<file path="src/rtl/ps2_dir_ctrl.sv">
// ps2_dir_ctrl: turns PS/2 Set-2 scan-code bytes into a held-key mask, an arbitrated
// direction and press/hold/repeat step pulses.
//   clk      system clock
//   clr      asynchronous active-high reset
//   rx_data  received scan-code byte, valid when rx_valid is high
//   rx_valid one-cycle byte strobe
//   held     held mask: bit0 up, bit1 down, bit2 left, bit3 right
//   move     one-hot active direction (same order), 0 = none
//   kb_out   active direction code: 0 none, 1 up, 2 down, 3 left, 4 right
//   step     one-cycle pulse commanding a movement step toward kb_out
module ps2_dir_ctrl #(
    parameter int             CW            = 21,
    parameter logic [CW-1:0]  HOLD_DELAY    = 21'd2000000,
    parameter logic [CW-1:0]  REPEAT_PERIOD = 21'd1000000,
    parameter logic [CW-1:0]  PFX_TIMEOUT   = 21'd100000
) (
    input  logic       clk,
    input  logic       clr,
    input  logic [7:0] rx_data,
    input  logic       rx_valid,
    output logic [3:0] held,
    output logic [3:0] move,
    output logic [2:0] kb_out,
    output logic       step
);
    typedef enum logic [1:0] {IDLE, EXT, BRK, EXT_BRK} state_t;
    state_t        state, state_nxt;
    logic [CW-1:0] pfx_cnt, pfx_nxt, rep_cnt, rep_nxt, lim;
    logic          phase, phase_nxt, step_nxt;
    logic          is_e0, is_f0, is_key, ext, brk, start, hit;
    logic [3:0]    key, held_nxt, pri, act_nxt;
    logic [2:0]    kb_nxt;

    always_ff @(posedge clk or posedge clr) begin
        if (clr) begin
            state   <= IDLE;
            pfx_cnt <= '0;
            rep_cnt <= '0;
            phase   <= 1'b0;
            held    <= 4'b0;
            move    <= 4'b0;
            kb_out  <= 3'd0;
            step    <= 1'b0;
        end else begin
            state   <= state_nxt;
            pfx_cnt <= pfx_nxt;
            rep_cnt <= rep_nxt;
            phase   <= phase_nxt;
            held    <= held_nxt;
            move    <= act_nxt;
            kb_out  <= kb_nxt;
            step    <= step_nxt;
        end
    end

    always_comb begin
        is_e0  = rx_valid && rx_data == 8'hE0;
        is_f0  = rx_valid && rx_data == 8'hF0;
        is_key = rx_valid && !is_e0 && !is_f0;
        ext    = state == EXT || state == EXT_BRK;
        brk    = state == BRK || state == EXT_BRK;
        key    = !is_key ? 4'b0000 :
                 ext ? (rx_data == 8'h75 ? 4'b0001 : rx_data == 8'h72 ? 4'b0010 :
                        rx_data == 8'h6B ? 4'b0100 : rx_data == 8'h74 ? 4'b1000 : 4'b0000) :
                       (rx_data == 8'h1D ? 4'b0001 : rx_data == 8'h1B ? 4'b0010 :
                        rx_data == 8'h1C ? 4'b0100 : rx_data == 8'h23 ? 4'b1000 : 4'b0000);
        held_nxt  = brk ? held & ~key : held | key;
        pri       = held_nxt[0] ? 4'b0001 : held_nxt[1] ? 4'b0010 :
                    held_nxt[2] ? 4'b0100 : held_nxt[3] ? 4'b1000 : 4'b0000;
        // A fresh make takes over; losing the active key falls back by fixed priority.
        act_nxt   = (!brk && key != 4'b0 && key != move) ? key :
                    (brk && (key & held & move) != 4'b0) ? pri : move;
        kb_nxt    = act_nxt[0] ? 3'd1 : act_nxt[1] ? 3'd2 : act_nxt[2] ? 3'd3 :
                    act_nxt[3] ? 3'd4 : 3'd0;
        state_nxt = is_e0 ? EXT :
                    is_f0 ? (state == IDLE ? BRK : state == EXT ? EXT_BRK : state) :
                    is_key ? IDLE :
                    (state != IDLE && pfx_cnt == PFX_TIMEOUT - 1'b1) ? IDLE : state;
        pfx_nxt   = (rx_valid || state == IDLE || pfx_cnt == PFX_TIMEOUT - 1'b1) ? '0 : pfx_cnt + 1'b1;
        // A direction change outranks a repeat landing on the same cycle.
        lim       = phase ? REPEAT_PERIOD - 1'b1 : HOLD_DELAY - 1'b1;
        start     = act_nxt != move && act_nxt != 4'b0;
        hit       = act_nxt != 4'b0 && rep_cnt == lim;
        step_nxt  = start || hit;
        rep_nxt   = (start || hit || act_nxt == 4'b0) ? '0 : rep_cnt + 1'b1;
        phase_nxt = start ? 1'b0 : hit ? 1'b1 : phase;
    end
endmodule

</file>
<file path="config.mk">
export PLATFORM = sky130hd
export DESIGN_NAME = ps2_dir_ctrl
export DESIGN_NICKNAME = d
export VERILOG_FILES = /design/src/rtl/ps2_dir_ctrl.sv
export SDC_FILE = /design/constraint.sdc
export NUM_CORES = 1
export LEC_CHECK = 0
export ABC_CLOCK_PERIOD_IN_PS = 2800
export BUFFER_PORTS_ARGS = -buffer_cell sky130_fd_sc_hd__buf_2
export CAP_MARGIN = 5
export CORE_UTILIZATION = 40
export CTS_BUF_LIST = sky130_fd_sc_hd__clkbuf_4
export CTS_CLUSTER_SIZE = 24
export DETAILED_ROUTE_END_ITERATION = 6
export GPL_TIMING_DRIVEN = 1
export MAX_ROUTING_LAYER = met4
export PLACE_DENSITY = 0.71
export SLEW_MARGIN = 20
export SYNTH_ARGS = -nofsm -noshare
export SYNTH_HDL_FRONTEND = slang
export SYNTH_SLANG_ARGS = --single-unit
</file>
<file path="constraint.sdc">
create_clock -name clk -period 2.8 [get_ports clk]
set_clock_uncertainty 0.1 [all_clocks]
set_input_delay 0.14 -clock clk [delete_from_list [all_inputs] [get_ports clk]]
set_output_delay 0.14 -clock clk [all_outputs]
set_load 0.1 [all_outputs]
</file>
==> metrics.csv, run 1 <==
metric,value,unit
cts_tree,done,
path_max_fanout,21,
via_count,3546,
cts_root_buf,clkbuf_4,
numCtsBuffers,9,
fin_nets,523,
fp.dieW,98.5,um
grt_overflow,0,
ys_ff_latch,57,
rrSetupSlack,-320,ps
critPathRequiredTime,3040,ps
via_per_inst,5.69,
rsz0062_at_grt,yes,
synth_cells,418,
antenna_found_initial,0,
drv_slew,0,
slew_headroom,57.9,%
clock_path_buffers,2,
diodes,0,
drt_pre_antenna_iters,5,
avgSynthCellArea,8.91,sq um
tightest_slew,626,ps
period_minus_slack,3120,ps
synth.top_cells.by_area,"dfrtp_1 38%, nor2_1 5.2%, xnor2_1 4.7%",
post-route-drc-count,0,
rr_endpoint,rep_cnt[0],
gp_congestion,1.00,
clk_transition_reported_paths,110,ps
peakVddDrop,243,uV
hold_class,primary input to flip-flop,
dp_slack,-299,ps
avgRoutedWirePerCell,15.6,um
layout_commonest_cell,buf_4,
ys_warn_count,0,
end_kind,flip-flop,
htreeDepth,3,
grt.total_usage,20.5,%
hold_end,state[1],
timing.fmax,0.321,GHz
r2r_start,state[0],
rows,34,
grt_first_pass_wirelength,15.5,mm
finalSetupViolCount,24,
yosys.area.top_type,dfrtp_1,
ff2ff_path_depth,12,
status,"complete, but fails checks",
drv_cap,0,
die_h,98.5,um
power_density,592,nW/um^2
cts.sinks,57,
final_cell_mix,"60 x buf_4, 50 x nor2_1, 50 x dfrtp_1, 36 x nand2_1, 26 x nand3_1",
area_growth,31.1,%
violations,setup timing,
yosysTopAreaCellShare,38.3,%
arrival,3350,ps
whs_path_depth,3,
hold_viol_final,0,
drt-total-wl,9.74,mm
synth_edf_count,0,
die-area,9700,sq um
drtIter0Drc,229,
grt_max_degree,24,
syn-cell-area,3720,sq um
initial_core_util,42.1,%
core_area,8850,sq um
synth.distinct_cells,79,
ant_nets,0,
clock_latency,420,ps
synthFlopType,dfrtp_1,
synthesis.nets,431,
criticalPathCategory,flip-flop to flip-flop,
synthArstFlopShare,100,%
first_global_vias,3412,
layout_worst_path_cycle_share,111,%
io_buffers,22,
min-delay-start,rx_data[4],
hpwlAfterDp,6.66,mm
setup_ws,-315,ps
ys_seq_area_share,38.3,%
leakage,0.00207,uW
critPathLaunchType,flip-flop,
setup_tns,-5590,ps
io_pins,23,
drive_gt1_share,34.0,%
layout make-up:
class                   instances  area [sq um]
clock buffers                   9          67.6
clock inverters                 7           133
fillers                       794          3970
inverters                      17          66.3
multi-input cells             333          2360
flip-flops and latches         57          1440
well taps                     108           135
repair buffers                 92           688
layer usage:
| layer | GRT usage [%] | wire length [um] |
|---|---|---|
| met5 | - | 0 |
| met4 | 11.5 | 336 |
| met3 | 3.40 | 457 |
| met1 | 24.9 | 4320 |
| met2 | 32.4 | 4630 |
worst max-delay path by stage:
| stage | start | end | slack, ps | cells after the start |
|---|---|---|---|---|
| floorplan | state[0] | rep_cnt[10] | -9 | 10 |
| global placement | state[0] | rep_cnt[0] | -210 | 11 |
| detailed placement | state[0] | rep_cnt[0] | -300 | 9 |
| CTS | state[0] | rep_cnt[0] | -230 | 14 |
| global route | state[0] | rep_cnt[0] | -520 | 12 |
| finish | state[0] | rep_cnt[0] | -320 | 12 |
cell usage after synthesis (9+ instances only):
cell / n
a21oi_1: 12
and3_1: 9
dfrtp_1: 57
inv_1: 17
nand2_1: 36
nand3_1: 28
nand4_1: 10
nor2_1: 52
nor2_2: 21
o21ai_0: 16
xnor2_1: 20
xor2_1: 19
critical path, cell delays in order (launching register included):
cell and delay [ps]:
dfrtp_2 450, buf_6 120, nand4_1 160, nor3_1 540, or3_4 260, nand3_4 100, o21ai_4 240, nor4_1 80
buf_4 140, a2111oi_4 320, o211ai_2 150, buf_12 190, nor3b_1 180
power breakdown:
group / switching (uW) / internal, uW
Combinational: 596 / 352
Sequential: 137 / 938
Clock: 331 / 535
cells by family (layout without fill, tap and decap cells):
group,after synthesis,count (layout),share of synthesized area [%]
AOI/OAI and AO/OA,77,77,16.1
and+or+nand+nor,210,210,31.1
xor gates and xnor gates,39,39,9.17
buffers and inverters,28,125,3.36
muxes,5,5,1.34
DFF,57,57,38.3
adders and majority gates,2,2,0.672
through the flow:
| stage | utilization (%) | area, sq um | hold slack [ps] | power [uW] | instances |
|---|---|---|---|---|---|
| floorplan | - | 3740 | 190 | 1690 | 418 |
| global placement | 49.7 | 4400 | 35.6 | 1920 | 596 |
| detailed placement | 49.7 | 4400 | 44.1 | 1940 | 596 |
| CTS | 53.1 | 4700 | 10.2 | 2830 | 617 |
| global route | 55.2 | 4880 | 59.6 | 3030 | 623 |
| finish | 55.2 | 4880 | 30.4 | 2890 | 623 |
registers in the layout (all words and copies together), names as in the netlist:
name	cells
kb_out	3
pfx_cnt	21
phase	1
rep_cnt	21
state	2
move	4
held	4
step	1
repair_timing:
item	CTS	global route
gates resized for setup	11	33
hold buffers	2	0
endpoints found under the setup margin	24	25
endpoints found under the hold margin	46	0
pin swaps	1	17
buffers inserted	3	8
Power figures use the tool's default switching activity.
==> inputs of run 2 (changes only) <==
- CORE_ASPECT_RATIO: unset -> 0.5
==> run 2 against run 1 <==
- the run still ends with setup timing left
- global-route usage rose by 0.64 points
- first-iteration DRC count fell by 7.0%
- sequential power barely moved
- clock power fell by 8.3%
- via count fell by 2.7%
- die area rose by 0.24%
- sequential cell count did not move
- sequential share of layout area rose by 0.54 points
- setup slack improved by 44 ps
- critical endpoint unchanged
- largest cell class unchanged
- largest power group unchanged
==> metrics.csv, run 2 (synthesis results as in run 1) <==
metric,value,unit,change
status,"complete, but fails checks",,
violations,setup timing,,
io_pins,23,,unchanged
via_per_inst,5.46,,-4.1%
cts_root_buf,clkbuf_4,,
avgRoutedWirePerCell,14.4,um,-8.1%
fin_nets,523,,unchanged
peakVddDrop,297,uV,+22%
cts.sinks,57,,unchanged
antenna_found_initial,0,,unchanged
layout_commonest_cell,buf_4,,
numCtsBuffers,9,,unchanged
grt_max_degree,58,,+140%
fin_area,4790,sq um,-1.8%
die-area,9730,sq um,+0.24%
placed_cell_area,4420,sq um,+0.65%
clk_transition_reported_paths,100,ps,about the same
rr_endpoint,rep_cnt[0],,
timing.fmax,0.326,GHz,+1.4%
die_h,70.2,um,-29%
rrSetupSlack,-270,ps,+40 ps
diodes,0,,unchanged
cts_tree,done,,
power_density,581,nW/um^2,-1.8%
hold_end,state[0],,
drt_pre_antenna_iters,5,,unchanged
clock_path_buffers,2,,unchanged
drive_gt1_share,32.8,%,-1.2 points
via_count,3449,,-2.7%
leakage,0.00205,uW,-1.0%
fp.dieW,138,um,+41%
layout_worst_path_cycle_share,110,%,-1.6 points
hold_class,primary input to flip-flop,,
ant_nets,0,,unchanged
min-delay-start,rx_data[2],,
hpwlAfterDp,6.50,mm,-2.4%
crit_start,state[0],,
area_growth,28.7,%,
dp_slack,-323,ps,-23.6 ps
htreeDepth,3,,unchanged
hold_viol_final,0,,unchanged
drv_slew,0,,unchanged
clock_latency,410,ps,about the same
drv_cap,0,,unchanged
slew_headroom,51.3,%,-6.6 points
criticalPathCategory,flip-flop to flip-flop,,
drtIter0Drc,213,,-7.0%
drt-total-wl,9.09,mm,-6.7%
grt_overflow,0,,unchanged
top_regs,"pfx_cnt (21), rep_cnt (21)",,
core_area,8860,sq um,+0.11%
finalSetupViolCount,23,,-4.2%
first_global_vias,3318,,-2.8%
r2r_start,state[0],,
tightest_slew,730,ps,+104 ps
period_minus_slack,3070,ps,-43.8 ps
grt_first_pass_wirelength,15.8,mm,+1.9%
initial_core_util,42.0,%,-0.048 points
critPathRequiredTime,3040,ps,about the same
end_kind,flip-flop,,
critPathLaunchType,flip-flop,,
post-route-drc-count,0,,unchanged
grt.total_usage,21.1,%,+0.64 points
path_max_fanout,13,,-38%
rows,24,,-29%
gp_congestion,1.00,,about the same
final_cell_mix,"65 x buf_4, 50 x nor2_1, 50 x dfrtp_1, 36 x nand2_1, 27 x nand3_1",,
io_buffers,22,,unchanged
whs_path_depth,6,,+3
ff2ff_path_depth,10,,-2
setup_ws,-271,ps,+43.8 ps
rsz0062_at_grt,yes,,
arrival,3310,ps,-40 ps
[run 2: changes by cell type in the layout (fill, tap and decap cells not counted), sizes merged]
cell	previous run	this run
clkbuf	9	11
dlygate4sd3	2	3
clkinv	3	2
buf	90	89
bufinv	4	3
[run 2: stage by stage]
stage	instances	TNS, ps	hold WS (ps)	power [uW]	util, %
5_1_grt	632	-7410	248	2930	54.1
6_report	632	-4830	236	2790	54.1
4_1_cts	631	-4320	205	2790	53.6
3_5_place_dp	609	-6330	293	1950	49.9
2_1_floorplan	418	-172	190	1690	-
3_3_place_gp	609	-3990	287	1930	49.9
[run 2: where the power goes]
part / internal [uW] / switching, uW / leakage [uW] / total, uW
sequential: 938 / 136 / 0.000746 / 1070
combinational: 334 / 583 / 0.00120 / 917
clock: 473 / 322 / 0.000101 / 794
[run 2: worst max path at each step]
stage	end	slack, ps
after floorplan	rep_cnt[10]	-9
after global placement	rep_cnt[17]	-220
after detailed placement	rep_cnt[17]	-320
after CTS	rep_cnt[0]	-260
after global routing	rep_cnt[0]	-360
final	rep_cnt[0]	-270
[run 2: repair_timing]
item	in CTS	in global routing
hold endpoints to repair	59	0
hold buffers	3	0
setup buffers	3	1
gates resized for setup	17	8
pin swaps	5	2
endpoints found under the setup margin	24	25
[run 2: area by class of cell]
cell class | count | area (sq um)
fillers | 800 | 4070
clock buffers | 11 | 82.6
well taps | 117 | 146
repair buffers | 92 | 659
multi-input cells | 333 | 2300
clock inverters | 5 | 104
flip-flops and latches | 57 | 1440
inverters | 17 | 63.8
[run 2: per-layer routing]
| layer | GRT usage (%) | up-vias | part of all wire, % |
|---|---|---|---|
| li1 | - | 1699 | - |
| met3 | 5.56 | 13 | 4.6 |
| met5 | - | - | 0 |
| met4 | 5.62 | 0 | 1.5 |
| met2 | 32.1 | 95 | 45 |
| met1 | 28.0 | 1642 | 49 |
[run 2: worst max-delay path: stages (launching register included)]
cell and delay [ps]:
dfrtp_2 470, or4b_4 530, nor3_4 180, nor2_2 100
o311a_4 370, o21ai_4 230, o21ai_2 110, a2111oi_4 380
o211ai_2 180, buf_12 190, nor3b_2 150
